===== src/rtl/uart_stream_tx.sv =====
// uart_stream_tx: streams a block of bytes from a synchronous buffer RAM into a
// UART transmitter. Flow control comes from the host RTS line. The block also
// provides start/stop control, a programmable length, loop mode, done/abort
// status and a count of sent bytes.
module uart_stream_tx #(
  parameter int ADDR_WIDTH = 9,
  parameter int DATA_WIDTH = 8,
  parameter int CNT_WIDTH  = 16
) (
  input  logic                  clk,
  input  logic                  rst_n,
  input  logic                  start,
  input  logic                  stop,
  input  logic                  loop_en,
  input  logic [ADDR_WIDTH-1:0] last_addr,
  input  logic                  rts_n,
  output logic [ADDR_WIDTH-1:0] ram_addr,
  input  logic [DATA_WIDTH-1:0] ram_rdata,
  output logic                  uart_transmit,
  output logic [DATA_WIDTH-1:0] uart_tx_byte,
  input  logic                  uart_is_transmitting,
  output logic                  busy,
  output logic                  done,
  output logic                  aborted,
  output logic [CNT_WIDTH-1:0]  byte_count
);

  typedef enum logic [2:0] {
    S_IDLE,
    S_WAIT_CTS,
    S_READ,
    S_LOAD,
    S_WAIT_BSY,
    S_WAIT_IDL
  } state_t;

  state_t                r_state;
  logic [ADDR_WIDTH-1:0] r_addr;
  logic [ADDR_WIDTH-1:0] r_last;
  logic                  r_loop;
  logic                  r_stop_req;
  logic                  r_rts_s1;
  logic                  r_rts_s2;
  logic                  r_transmit;
  logic [DATA_WIDTH-1:0] r_tx_byte;
  logic                  r_done;
  logic                  r_aborted;
  logic [CNT_WIDTH-1:0]  r_count;

  logic                  w_cts;
  logic                  w_at_last;

  assign w_cts     = ~r_rts_s2;
  assign w_at_last = (r_addr == r_last);

  assign ram_addr      = r_addr;
  assign uart_transmit = r_transmit;
  assign uart_tx_byte  = r_tx_byte;
  assign busy          = (r_state != S_IDLE);
  assign done          = r_done;
  assign aborted       = r_aborted;
  assign byte_count    = r_count;

  // Two-flop synchronizer for the asynchronous host RTS line. It resets to "not ready".
  always_ff @(posedge clk) begin
    if (!rst_n) begin
      r_rts_s1 <= 1'b1;
      r_rts_s2 <= 1'b1;
    end else begin
      r_rts_s1 <= rts_n;
      r_rts_s2 <= r_rts_s1;
    end
  end

  // Streaming FSM. It owns the address counter, the UART handshake and the status outputs.
  always_ff @(posedge clk) begin
    if (!rst_n) begin
      r_state    <= S_IDLE;
      r_addr     <= '0;
      r_last     <= '0;
      r_loop     <= 1'b0;
      r_stop_req <= 1'b0;
      r_transmit <= 1'b0;
      r_tx_byte  <= '0;
      r_done     <= 1'b0;
      r_aborted  <= 1'b0;
      r_count    <= '0;
    end else begin
      r_transmit <= 1'b0;
      r_done     <= 1'b0;
      // A stop is remembered until the next byte boundary. The IDLE entries
      // below clear it again because they are assigned later in this block.
      if (stop && (r_state != S_IDLE)) r_stop_req <= 1'b1;
      case (r_state)
        S_IDLE: begin
          if (start) begin
            r_last    <= last_addr;
            r_loop    <= loop_en;
            r_addr    <= '0;
            r_count   <= '0;
            r_aborted <= 1'b0;
            r_state   <= S_WAIT_CTS;
          end
        end
        S_WAIT_CTS: begin
          if (r_stop_req) begin
            r_state    <= S_IDLE;
            r_done     <= 1'b1;
            r_aborted  <= 1'b1;
            r_stop_req <= 1'b0;
          end else if (w_cts) begin
            r_state <= S_READ;
          end
        end
        S_READ: r_state <= S_LOAD;
        S_LOAD: begin
          r_tx_byte  <= ram_rdata;
          r_transmit <= 1'b1;
          r_state    <= S_WAIT_BSY;
        end
        S_WAIT_BSY: begin
          if (uart_is_transmitting) r_state <= S_WAIT_IDL;
        end
        S_WAIT_IDL: begin
          if (!uart_is_transmitting) begin
            r_count <= r_count + 1'b1;
            if (!w_at_last) begin
              r_addr  <= r_addr + 1'b1;
              r_state <= S_WAIT_CTS;
            end else if (r_loop && !r_stop_req) begin
              r_addr  <= '0;
              r_state <= S_WAIT_CTS;
            end else begin
              r_state    <= S_IDLE;
              r_done     <= 1'b1;
              r_aborted  <= r_stop_req;
              r_stop_req <= 1'b0;
            end
          end
        end
        default: r_state <= S_IDLE;
      endcase
    end
  end

endmodule


===== config.mk =====
export PLATFORM = sky130hd
export DESIGN_NAME = uart_stream_tx
export DESIGN_NICKNAME = d
export VERILOG_FILES = /design/src/rtl/uart_stream_tx.sv
export SDC_FILE = /design/constraint.sdc
export NUM_CORES = 1
export LEC_CHECK = 0
export CAP_MARGIN = 20
export CELL_PAD_IN_SITES_DETAIL_PLACEMENT = 1
export CELL_PAD_IN_SITES_GLOBAL_PLACEMENT = 1
export CORE_MARGIN = 4
export CORE_UTILIZATION = 37
export CTS_BUF_LIST = sky130_fd_sc_hd__clkbuf_8
export DETAILED_ROUTE_END_ITERATION = 8
export PLACE_DENSITY_LB_ADDON = 0.3
export SLEW_MARGIN = 20
export SYNTH_ARGS = -nofsm -noshare
export SYNTH_HDL_FRONTEND = slang
export SYNTH_SLANG_ARGS = --single-unit
export TNS_END_PERCENT = 50

===== constraint.sdc =====
create_clock -name clk -period 1.9 [get_ports clk]
set_input_delay 0.19 -clock clk [delete_from_list [all_inputs] [get_ports clk]]
set_output_delay 0.19 -clock clk [all_outputs]
set_load 0.02 [all_outputs]

==> results.cfg, run 1 <==
[timing]
setup_viol = 0
fin_skew_ns = 0.00438
worstMarginPinSlew_ns = 0.476
tns_ns = 0
rsz0062_at_grt = yes
hold_violations = 0
final_max_slew_viol_count = 0
period_share_pct = 96.0
slew_headroom_pct = 68.2
period_minus_slack_ns = 1.82
fmax_mhz = 549

[grt]
grt_use_total_pct = 17.6
grt_pass1_vias = 2447
grt_pass1_wl_um = 11900
grt_max_degree = 20
antenna_found_initial = 0
grt_overflow_total = 0

[placement]
port_buffers = 60
dp_hpwl_um = 5250
place.gp.congestion = 0.776
dpl.cell_count = 439
place_area_sq_um = 3270

[logic_synthesis]
synth_area_leaders = dfxtp_1 42%, nand2_1 6.1%, nor2_1 5.0%
yosysMostFrequentCell = dfxtp_1
synth_nets = 321
synthFlopType = dfxtp_1
yosysTopAreaCell = dfxtp_1
synthesis.area_sq_um = 2480
yosys_warnings = 0
ys_types = 45
yosysSeqAreaShare_pct = 42.0
synth_cells = 295
synth_area_per_cell_sq_um = 8.40
synth_edf_count = 0
synth-seq-cells = 52
synth_common_cells = 52 x dfxtp_1, 40 x nand2_1, 33 x nor2_1
async_flop_share_pct = 0
yosysTopAreaCellShare_pct = 42.0

[pwr]
power.density_nw_per_um2 = 703
finalPower_mw = 2.37
peakVddDrop_mv = 0.581
p_leak_nw = 1.31

[floorplan]
die_h_um = 89.8
dieArea_sq_um = 8070
die_w_um = 89.8
start_util_pct = 38.6
core-area_sq_um = 6420
boundaryPins = 61
num_rows = 29

[setup_path]
cp-end-kind = flip-flop
cp.required_ns = 2.14
worst-path-max-fanout = 11
path_class = flip-flop to flip-flop
crit_path_start = r_last[5]
cp-start-kind = flip-flop
crit_arrival_ns = 2.06
worstReg2RegStart = r_last[5]
r2r_cells = 5

[hold_path]
whs_path_depth = 1
min_path_type = flip-flop to flip-flop
min_from = r_rts_s1

[clock_tree]
cts_root_buf = clkbuf_8
clkLatencyLatePin_ns = 0.30
cts.clk_slew.worst_paths_ns = 0.10
cts_htree_levels = 2
holdBufCountCts = 0
cts_made_buffers = 5
post_cts_buffers = 0
cts_resized = 2
cts_max_path_buffers = 2
cts_tree = built
clock-sinks = 52

[layout]
multi_input_area_sq_um = 1340
final_area_sq_um = 3380
area_growth_pct = 36.2
fin_util_pct = 52.6
n_fill_cell = 782
fin_cells = 447
drive_above_1_share_pct = 10.0
nets = 395
diodes = 0
seq_area_sq_um = 1040

[routing]
drtIter0Drc = 65
via_count = 2379
ant_nets = 0
wl_per_cell_um = 15.5
drt-total-wl_um = 6940
dr.pass1.iters = 4
drc = 0
viasPerCell = 5.32

[outcome]
status = completed

[run]
cap_violations = 0
[per-layer routing]
layer,up-vias,global-route usage [%],part of all wire (%)
met5,-,0,0
met2,53,28.2,47
li1,1178,-,-
met4,0,4.47,1.1
met1,1140,23.5,47
met3,8,4.67,4.9
[sequential cells by signal, indices dropped and copies added (netlist names)]
name,count
byte_count,16
r_last,9
r_rts_s1,1
uart_tx_byte,8
r_rts_s2,1
uart_transmit,1
r_loop,1
done,1
ram_addr,9
r_state,3
aborted,1
r_stop_req,1
[report_power, final]
group	switching, mW	internal [mW]	leakage, nW
registers	0.0430	1.13	0.422
clock network	0.380	0.390	0.0541
logic	0.241	0.189	0.831
[worst paths after layout]
path                            endpoint  slack [ns]
worst max-delay path             aborted        0.08
worst max register to register   aborted        0.08
worst min register to register  r_rts_s2        0.42
worst min-delay path            r_rts_s2        0.42
[stage by stage]
| stage | hold slack [ns] | setup slack [ns] |
|---|---|---|
| after floorplan | 0.291 | 0.176 |
| after global placement | 0.390 | 0.00907 |
| after detailed placement | 0.399 | -0.0262 |
| after CTS | 0.417 | 0.0835 |
| after global routing | 0.442 | -0.0472 |
| final | 0.419 | 0.0769 |
[critical path: stages, from the launching register on]
cell     delay, ns
dfxtp_1       0.33
xor2_1        0.19
nor4_4        0.43
a31oi_4       0.23
nor4_2        0.37
mux2i_1       0.21
[cells by family (layout without fill, tap and decap cells)]
kind of cell	after synthesis	after routing	synth area share, %
compound gates	52	52	13.7
xor+xnor	18	18	6.36
fa+ha+maj	2	2	1.01
buf+inv	23	98	4.09
flops	52	52	42.0
mux	11	11	4.44
simple gates	137	137	28.4
[final cells by class]
class                           instances  share of cell area [%]
Clock buffer                            5                    2.04
Inverter                                9                    1.00
Sequential cell                        52                    30.9
Timing Repair Buffer                   81                    22.4
Clock inverter                          3                    1.26
Multi-Input combinational cell        220                    39.6
Tap cell                               77                    2.85
[layout by cell type (no fill, tap or decap), drive strengths merged, types with 3 or more instances in the layout]
cell type and n:
or2 3, mux2i 11, inv 9, nand4 3, nor2 33, o21ai 12
clkbuf 5, nor3 4, clkdlybuf4s50 59, a31oi 8, nand2 40, and3 4
nand3 23, o22ai 3, xor2 13, xnor2 5, a21oi 19, or3 9
dfxtp 52, nand3b 3, buf 21
No activity file was read; power rests on OpenSTA's default activity.
==> run 2: changes to the inputs <==
--- a/config.mk
+++ b/config.mk
@@ -5,11 +5,12 @@
 export SDC_FILE = /design/constraint.sdc
 export NUM_CORES = 1
 export LEC_CHECK = 0
+export ABC_AREA = 1
 export CAP_MARGIN = 20
 export CELL_PAD_IN_SITES_DETAIL_PLACEMENT = 1
 export CELL_PAD_IN_SITES_GLOBAL_PLACEMENT = 1
 export CORE_MARGIN = 4
-export CORE_UTILIZATION = 37
+export CORE_UTILIZATION = 36
 export CTS_BUF_LIST = sky130_fd_sc_hd__clkbuf_8
 export DETAILED_ROUTE_END_ITERATION = 8
 export PLACE_DENSITY_LB_ADDON = 0.3
==> run 2 against run 1 <==
Compared with the run above:
- synthesized cell count grew 26%
- global-route usage rose by 1.1 points
- sequential share of layout area fell by 1.2 points
- critical path depth fell by 3
- sequential power rose by 22%
- count of clock-buffer cells in the layout is the same
- largest cell class unchanged
==> results.cfg, run 2 <==
[outcome]
status = completed

[layout]
layout_common_cells = 70 x nand2_1, 59 x clkdlybuf4s50_1, 48 x nor2_1, 46 x dfxtp_1, 37 x inv_1
largest_reg_flops = 16
final_common_cell = nand2_1
nets = 474
multi_input_area_sq_um = 1360
diodes = 0
seq_area_sq_um = 1050
area_growth_pct = 36.7
drive_above_1_share_pct = 12.7
n_fill_cell = 888

[pwr]
p_int_mw = 2.40
power.share.combinational_pct = 46.8
pwr-share-seq_pct = 34.7
swShare_pct = 41.7
p_switching_mw = 1.72
p_leak_nw = 1.41
power.density_nw_per_um2 = 1170
peakVddDrop_mv = 0.796
clock_power_share_pct = 18.5

[grt]
grt_busiest_layer = met2
grt_use_total_pct = 18.7
grt_use_met2_pct = 32.5
antenna_found_initial = 0
grt_pass1_vias = 2841
grt_overflow_total = 0
grt_util_met1_pct = 24.3
grt_pass1_wl_um = 13300
grt_max_degree = 16
met3_usage_pct = 3.33

[routing]
wl_per_cell_um = 14.2
drtIter0Drc = 102
dr.pass1.iters = 4
drc = 0
drt-total-wl_um = 7720
viasPerCell = 4.99
ant_nets = 0
via_count = 2722

[hold_path]
min_path_type = flip-flop to flip-flop

[setup_path]
cp.required_ns = 1.71
crit_slowest_cell = clkdlybuf4s50_1
path_class = flip-flop to output pin
crit_arrival_ns = 1.49
cp-start-kind = flip-flop
worst-path-max-fanout = 5
path_cells = buf_4 > clkdlybuf4s50_1
slowest_delay_ns = 0.60
cp-end-kind = output pin

[clock_tree]
cts_made_buffers = 5
cts_root_buf = clkbuf_8
clkLatencyLatePin_ns = 0.30
cts_max_path_buffers = 2
cts_tree = built
cts.clk_slew.worst_paths_ns = 0.10
clock-sinks = 52
post_cts_buffers = 0
holdBufCountCts = 0
cts_htree_levels = 2

[timing]
fin_skew_ns = 0.0100
fmax_mhz = 595
worstMarginPinSlew_ns = 0.451
slew_headroom_pct = 69.7
setup_viol = 0
rsz0062_at_grt = no
final_max_slew_viol_count = 0
hold_violations = 0
tns_ns = 0
period_share_pct = 88.5
holdWs_ns = 0.422
period_minus_slack_ns = 1.68

[floorplan]
die_w_um = 92.7
dieArea_sq_um = 8600
boundaryPins = 61
core-area_sq_um = 6870
start_util_pct = 37.6
num_rows = 30
die_h_um = 92.7

[logic_synthesis]
synth_common_cells = 70 x nand2_1, 52 x dfxtp_1, 49 x nor2_1
synth_area_leaders = dfxtp_1 40%, nand2_1 10%, nor2_1 7.1%
synthFlopType = dfxtp_1
async_flop_share_pct = 0
synth_edf_count = 0
yosysMostFrequentCell = nand2_1
synth_cells = 371
synth_nets = 397
synth_area_per_cell_sq_um = 6.97
ys_types = 32
yosysTopAreaCellShare_pct = 40.3
synthesis.area_sq_um = 2580
yosysTopAreaCell = dfxtp_1
yosysSeqAreaShare_pct = 40.3
synth-seq-cells = 52
yosys_warnings = 0

[run]
cap_violations = 0

[placement]
port_buffers = 60
place.gp.congestion = 0.856
dp_hpwl_um = 6030
==> run 2: cell count changes in the layout (fill, tap and decap cells not counted), sizes merged, moves of 10 or more <==
cell,before,now
o21ai,12,23
inv,9,42
nor2,33,54
a21oi,19,35
nand2,40,79
nor3,4,14
mux2i,11,0
==> run 2: path summary, 6_finish.rpt <==
check	startpoint	to	slack, ns	cells past startpoint
hold / removal	r_rts_s1	r_rts_s2	0.42	1
hold reg to reg	r_rts_s1	r_rts_s2	0.42	1
setup / recovery	ram_addr[2]	ram_addr[2]	0.22	2
setup reg to reg	r_state[0]	byte_count[10]	0.22	11
==> run 2: logic make-up (layout without fill, tap and decap cells) <==
family	Yosys count	count (layout)	share of synthesized area, %
buf+inv	50	128	7.50
compound gates	62	62	12.3
flops	52	52	40.3
simple gates	196	196	35.9
fa+ha+maj	2	2	0.968
xor+xnor	9	9	3.05
==> run 2: layout make-up <==
class / count / area share, %
clock buffers: 5 / 1.95
clock inverters: 3 / 1.10
inverters: 43 / 4.64
multi-input cells: 269 / 38.6
flip-flops and latches: 52 / 29.7
well taps: 96 / 3.40
repair buffers: 77 / 20.7
==> run 2: per-stage QoR <==
step | util, % | setup slack (ns) | cell area, sq um | cells | total power, mW
floorplan | - | 0.197 | 2580 | 371 | 2.65
detailed placement | 49.5 | 0.108 | 3400 | 537 | 3.34
CTS | 51.1 | 0.000231 | 3510 | 545 | 4.10
finish | 51.4 | 0.218 | 3530 | 545 | 4.12
global route | 51.4 | 0.00610 | 3530 | 545 | 4.46
global placement | 49.5 | 0.172 | 3400 | 537 | 3.28
==> run 2: critical path, delay by kind of cell (launching register included) <==
| family | cells | cell delay [ns] |
|---|---|---|
| flip-flops | 1 | 0.41 |
| buffers and inverters | 2 | 0.77 |
==> run 2: power by group through the flow <==
stage          clock network, mW  logic, mW  registers [mW]
6_report                   0.762       1.93            1.43
3_5_place_dp                   0       1.90            1.44
5_1_grt                    0.829       2.17            1.46
3_3_place_gp                   0       1.84            1.43
4_1_cts                    0.775       1.91            1.41
2_1_floorplan                  0       1.14            1.51
==> run 2: per-layer routing <==
metal  routed length [um]  share of wire, %
met5                    0                 0
met4                   44              0.57
met3                  280               3.6
met2                 3820                49
met1                 3580                46
==> run 2: repair_timing <==
action / in CTS / in global routing
resized for setup: 0 / 10
setup endpoints to repair: 0 / 14
endpoints found under the hold margin: 0 / 0
==> RTL change, RTL diff (settings of run 1) <==
The parameter `DATA_WIDTH` goes from 8 to 7.
--- a/src/rtl/uart_stream_tx.sv
+++ b/src/rtl/uart_stream_tx.sv
@@ -6,3 +6,3 @@
   parameter int ADDR_WIDTH = 9,
-  parameter int DATA_WIDTH = 8,
+  parameter int DATA_WIDTH = 7,
   parameter int CNT_WIDTH  = 16
Interface: changed (resized ram_rdata and uart_tx_byte); port bits go from 61 to 59. The function was not compared with the original's and may differ.
==> RTL change against run 1 <==
  * The flow now finishes with violations (setup timing)
  * Worst setup slack worse by 0.079 ns
  * Die area is 4.1% lower
  * Synthesized area decreased by 4.5%
  * Final cell count down 1.8%
  * Total power down 14%
  * Critical path depth is 1 lower
  * Design area shrank 1.2%
  * Sequential cell count fell by 1
  * Wire length is 0.82% higher
  * Largest cell class unchanged
==> RTL change: results (changes against run 1) <==
place:
  dp_hpwl_mm: 5.10  # -3.0%
  gp_congestion: 0.869  # +12%
  port-buffer-count: 58  # -3.3%
  dp_cells: 432  # -1.6%
  placedInstanceArea_sq_um: 3210  # -1.6%
  pre_cts_slack_ns: -0.331  # -0.305 ns
synthesis:
  yosys_warnings: 0  # unchanged
  synth_area_leaders: "dfxtp_1, nand2_1, a21oi_1"
  synth_nets: 311  # -3.1%
  avgSynthCellArea_sq_um: 8.28  # -1.5%
  ys_types: 42  # -6.7%
  synth_common_cells: "dfxtp_1, nand2_1, nor2_1, a21oi_1, nor3_1"
  yosysSeqAreaShare_pct: 43.1  # +1.1 points
routing:
  drt_first_pass_iters: 5  # +1
  wl_met2_mm: 3.46  # +7.2%
  met1_length_mm: 3.21  # -2.3%
  viasPerCell: 5.31  # -0.23%
  dr_total_vias: 2331  # -2.0%
  initialDrtViolationCount: 156  # +140%
  wl_per_cell_um: 15.9  # +2.7%
  wl_met3_um: 239  # -30%
global_routing:
  grt_pass1_wl_mm: 11.5  # -3.7%
  grt_pass1_vias: 2381  # -2.7%
  grt_max_degree: 22  # +10%
  track_usage_pct: 18.9  # +1.3 points
critical_path:
  slowest_stage: "a2111o_1"
  r2r_cells: 4  # -1
  max_stage_delay_ns: 0.55  # +0.12 ns
  critPathMaxFanout: 8  # -3
  cp-startpoint: "r_state[0]"
  arrival_ns: 2.15  # +0.09 ns
  r2r-end: "byte_count[6]"
clock_network:
  cts_root_buffer: "clkbuf_8"
  cts_resized: 1  # -1
  cts_buffers: 5  # unchanged
status:
  status: "finished with violations"
  violations: "setup timing"
layout:
  fillers: 738  # -5.6%
  nets: 389  # -1.5%
  diodes: 0  # unchanged
  drive_gt1_share_pct: 13.7  # +3.7 points
sta:
  tns_ns: -0.00208  # -0.00208 ns
  fin_ws_ns: -0.00208  # -0.0790 ns
  holdWs_ns: 0.420  # +0.000775 ns
  slew_headroom_pct: 70.4  # +2.3 points
  setup_violations: 1  # +1
  worst_clock_skew_ns: 0.00651  # +0.00213 ns
power:
  powerDensity_nw_per_um2: 612  # -13%
  p_leak_uw: 0.00126  # -3.5%
  peakVddDrop_mv: 0.383  # -34%
hold_path:
  hold_path_depth: 1  # unchanged
==> RTL change: per-layer routing <==
layer | vias up | global-route usage (%)
met5 | - | 0
met4 | 0 | 4.74
met3 | 8 | 4.42
met2 | 48 | 32.0
met1 | 1126 | 24.2
li1 | 1149 | -
==> RTL change: cell families after synthesis <==
family	after synthesis	synth area share [%]
AOI/OAI and AO/OA	58	15.8
muxes	7	2.96
xor gates and xnor gates	22	8.14
adders and majority gates	2	1.06
and+or+nand+nor	122	24.8
buffers and inverters	24	4.18
DFF	51	43.1
==> RTL change: report_power, final <==
group | leakage, uW | internal [uW] | switching, uW
Clock | 0.0000470 | 287 | 357
Combinational | 0.000798 | 138 | 146
Sequential | 0.000415 | 1090 | 20.5
Total | 0.00126 | 1520 | 523
==> RTL change: layout make-up <==
class,instances,share of cell area (%)
flip-flops and latches,51,30.8
repair buffers,85,24.3
inverters,10,1.13
clock inverters,1,0.150
well taps,75,2.81
multi-input cells,211,38.4
clock buffers,6,2.48
